==> src/rtl/sum_accum.sv <==
// ============================================================================
// Module   : sum_accum
// Summary  : Accumulates COUNT unsigned samples into a wider total and hands
//            each total to a valid/ready consumer, with a sticky carry flag.
// Revision : 1.0
// ============================================================================
`default_nettype none

module sum_accum #(
  parameter int WIDTH     = 8,
  parameter int COUNT     = 4,
  parameter int ACC_WIDTH = 16
) (
  input  logic                 clk,
  input  logic                 reset,
  input  logic                 clear,
  input  logic                 in_valid,
  output logic                 in_ready,
  input  logic [WIDTH-1:0]     in_data,
  output logic                 out_valid,
  input  logic                 out_ready,
  output logic [ACC_WIDTH-1:0] out_data,
  output logic                 out_ovf,
  output logic                 busy
);

  localparam int CNT_W = (COUNT > 1) ? $clog2(COUNT) : 1;
  localparam logic [CNT_W-1:0] C_LAST = CNT_W'(COUNT - 1);

  typedef enum logic [0:0] {
    ST_ACCUM = 1'b0,
    ST_HOLD  = 1'b1
  } state_t;

  state_t               state_q;
  logic [ACC_WIDTH-1:0] acc_q;
  logic [CNT_W-1:0]     cnt_q;
  logic                 ovf_q;
  logic                 out_valid_q;
  logic [ACC_WIDTH-1:0] out_data_q;
  logic                 out_ovf_q;

  logic [ACC_WIDTH:0]   sum_d;
  logic                 ovf_d;
  logic                 accept;
  logic                 last_sample;

  // One extra bit on the adder captures the carry out of ACC_WIDTH.
  assign sum_d       = {1'b0, acc_q} + {1'b0, ACC_WIDTH'(in_data)};
  assign ovf_d       = ovf_q | sum_d[ACC_WIDTH];
  assign accept      = in_valid && (state_q == ST_ACCUM);
  assign last_sample = (cnt_q == C_LAST);

  always_ff @(posedge clk or negedge reset) begin
    if (!reset) begin
      state_q     <= ST_ACCUM;
      acc_q       <= '0;
      cnt_q       <= '0;
      ovf_q       <= 1'b0;
      out_valid_q <= 1'b0;
      out_data_q  <= '0;
      out_ovf_q   <= 1'b0;
    end else if (clear) begin
      // Abort wins over everything; the last result value stays visible.
      state_q     <= ST_ACCUM;
      acc_q       <= '0;
      cnt_q       <= '0;
      ovf_q       <= 1'b0;
      out_valid_q <= 1'b0;
    end else begin
      case (state_q)
        ST_ACCUM: begin
          if (accept) begin
            acc_q <= sum_d[ACC_WIDTH-1:0];
            cnt_q <= cnt_q + CNT_W'(1);
            ovf_q <= ovf_d;
            if (last_sample) begin
              out_data_q  <= sum_d[ACC_WIDTH-1:0];
              out_ovf_q   <= ovf_d;
              out_valid_q <= 1'b1;
              state_q     <= ST_HOLD;
            end
          end
        end
        ST_HOLD: begin
          if (out_valid_q && out_ready) begin
            acc_q       <= '0;
            cnt_q       <= '0;
            ovf_q       <= 1'b0;
            out_valid_q <= 1'b0;
            state_q     <= ST_ACCUM;
          end
        end
        default: begin
          state_q <= ST_ACCUM;
        end
      endcase
    end
  end

  assign in_ready  = (state_q == ST_ACCUM);
  assign out_valid = out_valid_q;
  assign out_data  = out_data_q;
  assign out_ovf   = out_ovf_q;
  assign busy      = (state_q == ST_HOLD) || (cnt_q != '0);

endmodule

`default_nettype wire

==> config.mk <==
export PLATFORM = sky130hd
export DESIGN_NAME = sum_accum
export DESIGN_NICKNAME = d
export VERILOG_FILES = /design/src/rtl/sum_accum.sv
export SDC_FILE = /design/constraint.sdc
export NUM_CORES = 1
export LEC_CHECK = 0
export ABC_AREA = 1
export CAP_MARGIN = 20
export CELL_PAD_IN_SITES_DETAIL_PLACEMENT = 0
export CELL_PAD_IN_SITES_GLOBAL_PLACEMENT = 1
export CORE_ASPECT_RATIO = 1.1
export CORE_MARGIN = 8
export CORE_UTILIZATION = 40
export DETAILED_ROUTE_END_ITERATION = 12
export PLACE_DENSITY_LB_ADDON = 0.1
export RECOVER_POWER = 100
export SYNTH_ARGS = -nofsm -noshare
export SYNTH_HDL_FRONTEND = slang
export SYNTH_SLANG_ARGS = --single-unit
==> constraint.sdc <==
create_clock -name clk -period 2.2 [get_ports clk]
set_input_delay 0.33 -clock clk [delete_from_list [all_inputs] [get_ports clk]]
set_output_delay 0.33 -clock clk [all_outputs]
set_load 0.05 [all_outputs]
# Yosys cells after proc, flatten, opt, wreduce, memory -nomap -nowiden
# Index checks and enable logic that the tools add are counted.
dict set report word_totals {
  regBits 38
  in_bits 13
  output_inout_bits 20
  word_cells 44
}
dict set report classes {
  add_sub_neg 2
  n_eq_ne 4
  mux 21
  n_bitwise 3
  n_reduce_logical 7
}
# cell n
set op_table {}
lappend op_table {{$mux 16} 3}
lappend op_table {{$pmux 16 s2} 1}
lappend op_table {{$add 16x8->17} 1}
lappend op_table {{$mux 1} 10}
lappend op_table {{$ne 3x2->1 const B} 3}
lappend op_table {{$mux 2} 3}
lappend op_table {{$pmux 1 s2} 3}
lappend op_table {{$pmux 2 s2} 1}
lappend op_table {{$reduce_and 4->1} 1}
lappend op_table {{$reduce_and 3->1} 1}
lappend op_table {{$add 2x1->2 const B} 1}
lappend op_table {{$eq 2x2->1 const B} 1}
lappend op_table {{$logic_and 1x1->1} 2}
lappend op_table {{$not 1->1} 2}
lappend op_table {{$reduce_and 2->1} 1}
lappend op_table {{$reduce_bool 2->1} 1}
lappend op_table {{$logic_or 1x1->1} 1}
lappend op_table {{$or 1x1->1} 1}

# Logic depth before layout (Yosys ltp)
# Gate-level depths: netlist of run 1.
dict set report logic_depth {
  ltp_word 5
  mapped_depth 11
  depth_no_buf 11
}

# Worst setup path before layout of run 1
# Ideal clock, no wire load.
dict set report synth_path {
  path_kind {reg-to-reg}
  start {register acc_q[0]}
  end {register out_data_q[8] (netlist: out_data[8])}
  setup_ps 118
  arrival_time_ps 1571
  slack_ps 511
  path_stages_with_launch 10
  path_buffers 0
  period_less_slack_ps 1689
  path_cell_list {dfrtp_1 > ha_1 > fa_1 > nand2_1 > a21oi_2 > nand2_1 > nand2_2 > or2_1 > nand3_1 > nand2_1}
}
dict set report synth_between {
  elab_chain_cells 1
}
# item line_no
set synth_rtl {}
lappend synth_rtl {{from (decl)} 36} ;# logic [ACC_WIDTH-1:0] acc_q;
lappend synth_rtl {{from (signal assigned)} 74} ;# acc_q <= sum_d[ACC_WIDTH-1:0];
lappend synth_rtl {{$add 16x8->17} 49} ;# assign sum_d = {1'b0, acc_q} + {1'b0, ACC_WIDTH'(in_data)};
lappend synth_rtl {{to (signal assigned)} 78} ;# out_data_q <= sum_d[ACC_WIDTH-1:0];
lappend synth_rtl {{to (decl)} 40} ;# logic [ACC_WIDTH-1:0] out_data_q;
# No other way between the ends.
# A chain may end at the register's enable or synchronous reset.

# Final worst setup path of run 1
dict set report layout_path {
  start {register state_q}
  end {output port in_ready}
}
dict set report layout_between {
  elab_chain_cells 1
}
# item line_no
set layout_rtl {}
lappend layout_rtl {{from (decl)} 35} ;# state_t state_q;
lappend layout_rtl {{from (signal assigned)} 56} ;# state_q <= ST_ACCUM;
lappend layout_rtl {{from (signal assigned)} 65} ;# state_q <= ST_ACCUM;
lappend layout_rtl {{from (signal assigned)} 81} ;# state_q <= ST_HOLD;
lappend layout_rtl {{$not 1->1 (no source line)} --}
lappend layout_rtl {{to (decl)} 18} ;# output logic in_ready,
# No other way between the ends.

==> impl_metrics.env, run 1 <==
export IMPL_fin_crit_sh_pct=88.4
export IMPL_io_pins=33
export IMPL_final_fill_count=555
export IMPL_status="finished, final reports clean"
export IMPL_syn_to_final_growth_pct=21.1
export IMPL_ys_top_cells_by_area="dfrtp_1 (43%), nand2_1 (18%), nand3_1 (6.5%)"
export IMPL_grt_max_degree=25
export IMPL_critPathRequiredTime_ns=1.87
export IMPL_clk_pin_slew_ns=0.07
export IMPL_skew_ns=0.00803
export IMPL_syn_avg_cell_area_um2=7.87
export IMPL_fmax_mhz=514
export IMPL_ys_ff_latch=38
export IMPL_maxCapViolations=0
export IMPL_yosysUniqueCellTypes=31
export IMPL_cts_buffers_inserted=5
export IMPL_r2r_slack_ns=0.37
export IMPL_netlist_area_um2=2220
export IMPL_grt_pass1_wl_um=9020
export IMPL_crit_path_end_kind="output port"
export IMPL_vdd_ir_drop_max_mv=0.322
export IMPL_synth_top_area_share_pct=42.8
export IMPL_tns_ns=0
export IMPL_ant_nets=0
export IMPL_floorplan_initialDensity_pct=41.4
export IMPL_synth_edf_count=0
export IMPL_setup_viol=0
export IMPL_gp_congestion=0.814
export IMPL_track_usage_pct=14.0
export IMPL_fin_crit_ns=1.94
export IMPL_slew_headroom_pct=47.1
export IMPL_postCtsSetupBuffers=0
export IMPL_hpwl_um=3850
export IMPL_hold_ws_ns=0.475
export IMPL_die_h_um=94.1
export IMPL_n_antenna_cell=0
export IMPL_power_density_nw_per_um2=685
export IMPL_async_reset_ff_share_pct=100
export IMPL_fp_dieW_um=87.0
export IMPL_hold_depth=2
export IMPL_viasPerCell=4.60
export IMPL_synthCells=282
export IMPL_tightest_slew_ns=0.794
export IMPL_cts_buffer_depth=2
export IMPL_antenna_found_initial=0
export IMPL_vias=1829
export IMPL_ctsRootBufferMaster="clkbuf_8"
export IMPL_ys_flop_type="dfrtp_1"
export IMPL_gr_total_overflow=0
export IMPL_hold_viol_final=0
export IMPL_critPathArrivalTime_ns=1.61
export IMPL_slew_violations=0
export IMPL_hold_path_class="register to register"
export IMPL_portBuffers=32
export IMPL_yosys_area_top_type="dfrtp_1"
export IMPL_num_rows=28
export IMPL_wl_per_cell_um=12.6
export IMPL_synth_nets=306
export IMPL_drive_gt1_share_pct=9.60
export IMPL_p_leak_nw=1.47
export IMPL_start_kind="register"
export IMPL_routed_wl_um=5000
export IMPL_finalNetCount=346
export IMPL_cts_tree="done"
export IMPL_cts_sinks=38
export IMPL_rsz0062_at_grt="false"
export IMPL_r2r_cells=9
export IMPL_synth_warnings=0
export IMPL_clk_latency_ns=0.29
export IMPL_core_um2=5360
export IMPL_initialDrtViolationCount=66
export IMPL_h_tree_depth=2
export IMPL_dr_pass1_iters=5
export IMPL_worst_path_max_fanout=3
export IMPL_die_area_um2=8190
export IMPL_ys_seq_area_share_pct=42.8
export IMPL_drc=0
export IMPL_grt_pass1_vias=1904
export IMPL_path_class="register to output port"
-- final timing paths --
kind,from,end
min in group asynchronous,reset,out_data[3]$_DFFE_PN0P_
hold reg to reg,out_data[10]$_DFFE_PN0P_,out_data[10]$_DFFE_PN0P_
hold / removal,out_data[10]$_DFFE_PN0P_,out_data[10]$_DFFE_PN0P_
max in group asynchronous,reset,out_data[15]$_DFFE_PN0P_
setup reg to reg,acc_q[0]$_DFFE_PN0P_,out_data[8]$_DFFE_PN0P_
setup / recovery,state_q$_DFF_PN0_,in_ready
-- cells in the mapped netlist (2+ instances only) --
library cell	number
a21oi_2	3
nor3_2	2
nand2_8	2
inv_4	2
xnor2_1	3
nand3_1	29
or2_1	2
nand3b_1	2
inv_2	7
buf_6	3
a21oi_1	3
o21ai_0	10
o21ai_1	6
inv_1	28
nand2_2	4
nor2_1	10
nand2_1	104
ha_1	10
xor2_1	3
dfrtp_1	38
-- cell type report --
type                       instances  area (um^2)  share of cell area [%]
tap                               75         93.8                    3.49
clock buffer                       7         86.3                    3.21
clock inverter                     1         5.00                   0.186
timing repair buffer              38          344                    12.8
sequential                        38          951                    35.4
inverter                          37          143                    5.31
multi-input combinational        202         1060                    39.6
-- registers in the layout, indices dropped and copies added, names as in the netlist --
| register | count |
|---|---|
| acc_q | 16 |
| cnt_q | 2 |
| out_data | 16 |
| out_ovf | 1 |
| out_valid | 1 |
| ovf_q | 1 |
| state_q | 1 |
-- per-stage QoR --
step	area (um^2)	power (mW)	setup slack (ns)	instances	utilization (%)
floorplan	2220	1.20	0.511	282	-
global placement	2620	1.40	0.0507	389	48.9
detailed placement	2620	1.40	0.0130	389	48.9
CTS	2720	1.91	0.0509	398	50.8
global route	2690	1.96	0.116	398	50.1
finish	2690	1.84	0.256	398	50.1
-- worst max-delay path: stages, from the launching register on --
cell and delay, ns:
dfrtp_1 0.39, inv_2 0.07, dlygate4sd3_1 0.87
-- cells by family after synthesis --
kind of cell             after synthesis  share of synthesized area, %
buffers and inverters                 42                          8.57
XOR/XNOR                               6                          2.37
AND/OR/NAND/NOR                      159                          32.8
flip-flops                            38                          42.8
adder cells (fa/ha/maj)               11                          6.54
AO/OA/AOI/OAI                         26                          6.88
-- power by group --
part / switching, mW / leakage, nW / internal (mW)
combinational: 0.366 / 0.907 / 0.179
clock: 0.242 / 0.0482 / 0.253
sequential: 0.0388 / 0.519 / 0.763
total: 0.647 / 1.48 / 1.20
-- placed cells by master, fill, tap and decap left out, types with 2 or more instances in the layout --
cell type and count:
clkbuf_1 4, clkbuf_8 6, o21ai_0 15, xor2_1 3
xnor2_1 3, a21oi_1 3, nand3b_1 2, clkdlybuf4s50_1 10
nor3_2 2, clkbuf_2 3, nand2_2 3, inv_2 6
nand3_1 29, dlygate4sd3_1 21, inv_1 29, nand2_8 2
ha_1 10, o21ai_1 2, nand2_1 106, nor2_1 10
dfrtp_1 38, a21oi_2 3
-- timing repair --
action | CTS | global route
gates resized for setup | 0 | 1
endpoints found under the hold margin | 14 | 0
hold buffers | 1 | 0
setup endpoints to repair | 0 | 1
-- metal layers --
metal	GRT usage, %	vias to the layer above	routed length (um)
met3	3.76	6	247
met1	18.0	823	2510
li1	-	972	-
met5	0	-	0
met4	4.74	0	63
met2	22.0	28	2180
No activity file was read; power rests on OpenSTA's default activity.
==> run 2, diff against run 1 <==
--- a/config.mk
+++ b/config.mk
@@ -6,7 +6,6 @@
 export NUM_CORES = 1
 export LEC_CHECK = 0
 export ABC_AREA = 1
-export CAP_MARGIN = 20
 export CELL_PAD_IN_SITES_DETAIL_PLACEMENT = 0
 export CELL_PAD_IN_SITES_GLOBAL_PLACEMENT = 1
 export CORE_ASPECT_RATIO = 1.1
==> results of run 2 <==
Final layout, timing and power as in run 1 (identical DEF).
==> run 3, diff against run 2 <==
--- a/config.mk
+++ b/config.mk
@@ -12,6 +12,7 @@
 export CORE_MARGIN = 8
 export CORE_UTILIZATION = 40
 export DETAILED_ROUTE_END_ITERATION = 12
+export DONT_BUFFER_PORTS = 1
 export PLACE_DENSITY_LB_ADDON = 0.1
 export RECOVER_POWER = 100
 export SYNTH_ARGS = -nofsm -noshare
==> run 3 against run 2 <==
Effect of this change:
- die area unchanged
- flip-flop and latch count is the same
- clock skew is essentially flat
- count of clock-buffer cells in the layout is 2 lower
- sequential power rose by 18%
- critical endpoint is now out_ovf$_DFFE_PN0P_
- largest power group unchanged
==> impl_metrics.env, run 3 (synthesis results as in run 1) <==
export IMPL_die_area_um2=8190
export IMPL_critPathTopFamily="buffers and inverters"
export IMPL_start_kind="register"
export IMPL_slew_violations=0
export IMPL_crit_chain="inv_1 > nand2_1 > inv_4 > nand2_8 > inv_4 > nand2_2 > inv_2 > nor2_1 > a31oi_1"
export IMPL_skew_ns=0.00806
export IMPL_status="finished, final reports clean"
export IMPL_vdd_ir_drop_max_mv=0.306
export IMPL_fp_dieW_um=87.0
export IMPL_hold_path_class="input port to register"
export IMPL_clk_latency_ns=0.29
export IMPL_core_um2=5360
export IMPL_grt_max_degree=39
export IMPL_antenna_found_initial=0
export IMPL_floorplan_initialDensity_pct=41.4
export IMPL_crit_slowest_cell="dfrtp_1"
export IMPL_postCtsSetupBuffers=0
export IMPL_dr_pass1_iters=4
export IMPL_crit_path_end_kind="register"
export IMPL_cpMostUsedCell="inv_4"
export IMPL_fmax_mhz=533
export IMPL_path_class="register to register"
export IMPL_hpwl_um=3670
export IMPL_viasPerCell=4.68
export IMPL_worst_path_max_fanout=25
export IMPL_hold_viol_final=0
export IMPL_cts_sinks=38
export IMPL_critPathArrivalTime_ns=2.09
export IMPL_fin_crit_ns=1.88
export IMPL_power_density_nw_per_um2=782
export IMPL_cts_buffer_depth=2
export IMPL_layout_common_cells="nand2_1 (106), dfrtp_1 (38), inv_1 (29), nand3_1 (29), o21ai_0 (15)"
export IMPL_gr_total_overflow=0
export IMPL_slew_headroom_pct=35.8
export IMPL_tns_ns=0
export IMPL_routed_wl_um=5110
export IMPL_ant_nets=0
export IMPL_die_h_um=94.1
export IMPL_rsz0062_at_grt="false"
export IMPL_setup_viol=0
export IMPL_grt_pass1_wl_um=8980
export IMPL_cts_tree="done"
export IMPL_final_common_cell="nand2_1"
export IMPL_vias=1710
export IMPL_finalNetCount=313
export IMPL_initialDrtViolationCount=60
export IMPL_critPathMaxStageDelay_ns=0.39
export IMPL_maxCapViolations=0
export IMPL_p_leak_nw=1.31
export IMPL_drc=0
export IMPL_hold_ws_ns=0.231
export IMPL_clk_pin_slew_ns=0.08
export IMPL_portBuffers=0
export IMPL_fin_util_pct=44.5
export IMPL_critPathRequiredTime_ns=2.42
export IMPL_ctsRootBufferMaster="clkbuf_8"
export IMPL_n_antenna_cell=0
export IMPL_wl_per_cell_um=14.0
export IMPL_fin_crit_sh_pct=85.3
export IMPL_track_usage_pct=14.2
export IMPL_worst_path_buf_inv=4
export IMPL_tightest_slew_ns=0.963
export IMPL_gp_congestion=0.784
export IMPL_grt_pass1_vias=1824
export IMPL_h_tree_depth=2
export IMPL_num_rows=28
export IMPL_syn_to_final_growth_pct=7.55
export IMPL_drive_gt1_share_pct=10.7
export IMPL_cts_buffers_inserted=5
export IMPL_io_pins=33
==> run 3: layer usage <==
| metal | part of all wire [%] | up-vias | wire length (um) | track usage [%] |
|---|---|---|---|---|
| li1 | - | 900 | - | - |
| met1 | 49 | 775 | 2480 | 18.2 |
| met2 | 45 | 29 | 2280 | 22.2 |
| met3 | 5.5 | 6 | 283 | 4.20 |
| met4 | 1.3 | 0 | 64 | 4.45 |
| met5 | 0 | - | 0 | 0 |
==> run 3: path summary, 6_finish.rpt <==
check	to	cells after the start	slack, ns	start
max	out_ovf$_DFFE_PN0P_	9	0.32	state_q$_DFF_PN0_
min	cnt_q[0]$_DFFE_PN0P_	2	0.23	in_valid
max reg2reg	out_ovf$_DFFE_PN0P_	9	0.32	state_q$_DFF_PN0_
min reg2reg	acc_q[6]$_DFFE_PN0P_	2	0.50	acc_q[6]$_DFFE_PN0P_
max in group asynchronous	acc_q[10]$_DFFE_PN0P_	2	0.87	reset
min in group asynchronous	acc_q[0]$_DFFE_PN0P_	2	0.74	reset
==> run 3: layout make-up <==
class	instances	area, um^2
clock buffer	5	68.8
timing repair buffer	5	33.8
inverter	37	144
clock inverter	3	45.0
tap	75	93.8
sequential	38	951
multi-input combinational	202	1050
fill	578	2970
==> run 3: worst reg2reg max path, stage by stage (launching register included) <==
cell     delay (ns)
dfrtp_1        0.39
inv_1          0.07
nand2_1        0.12
inv_4          0.10
nand2_8        0.07
inv_4          0.15
nand2_2        0.34
inv_2          0.33
nor2_1         0.07
a31oi_1        0.16
==> run 3: power by group <==
part	leakage (nW)	internal [mW]	switching (mW)
registers	0.519	0.760	0.190
logic	0.739	0.110	0.201
clock network	0.0504	0.337	0.267
==> run 3: repair_timing <==
action	in CTS	in global routing
hold buffers	2	0
hold endpoints to repair	38	0
resized for setup	0	0
==> run 3: metrics by stage <==
step	power, mW	std cells	instance area [um^2]	setup WS, ns
6_report	1.87	365	2390	0.324
2_1_floorplan	1.20	282	2220	0.511
4_1_cts	1.92	365	2430	0.371
3_5_place_dp	1.28	355	2290	0.388
3_3_place_gp	1.27	355	2290	0.428
5_1_grt	1.99	365	2390	0.109
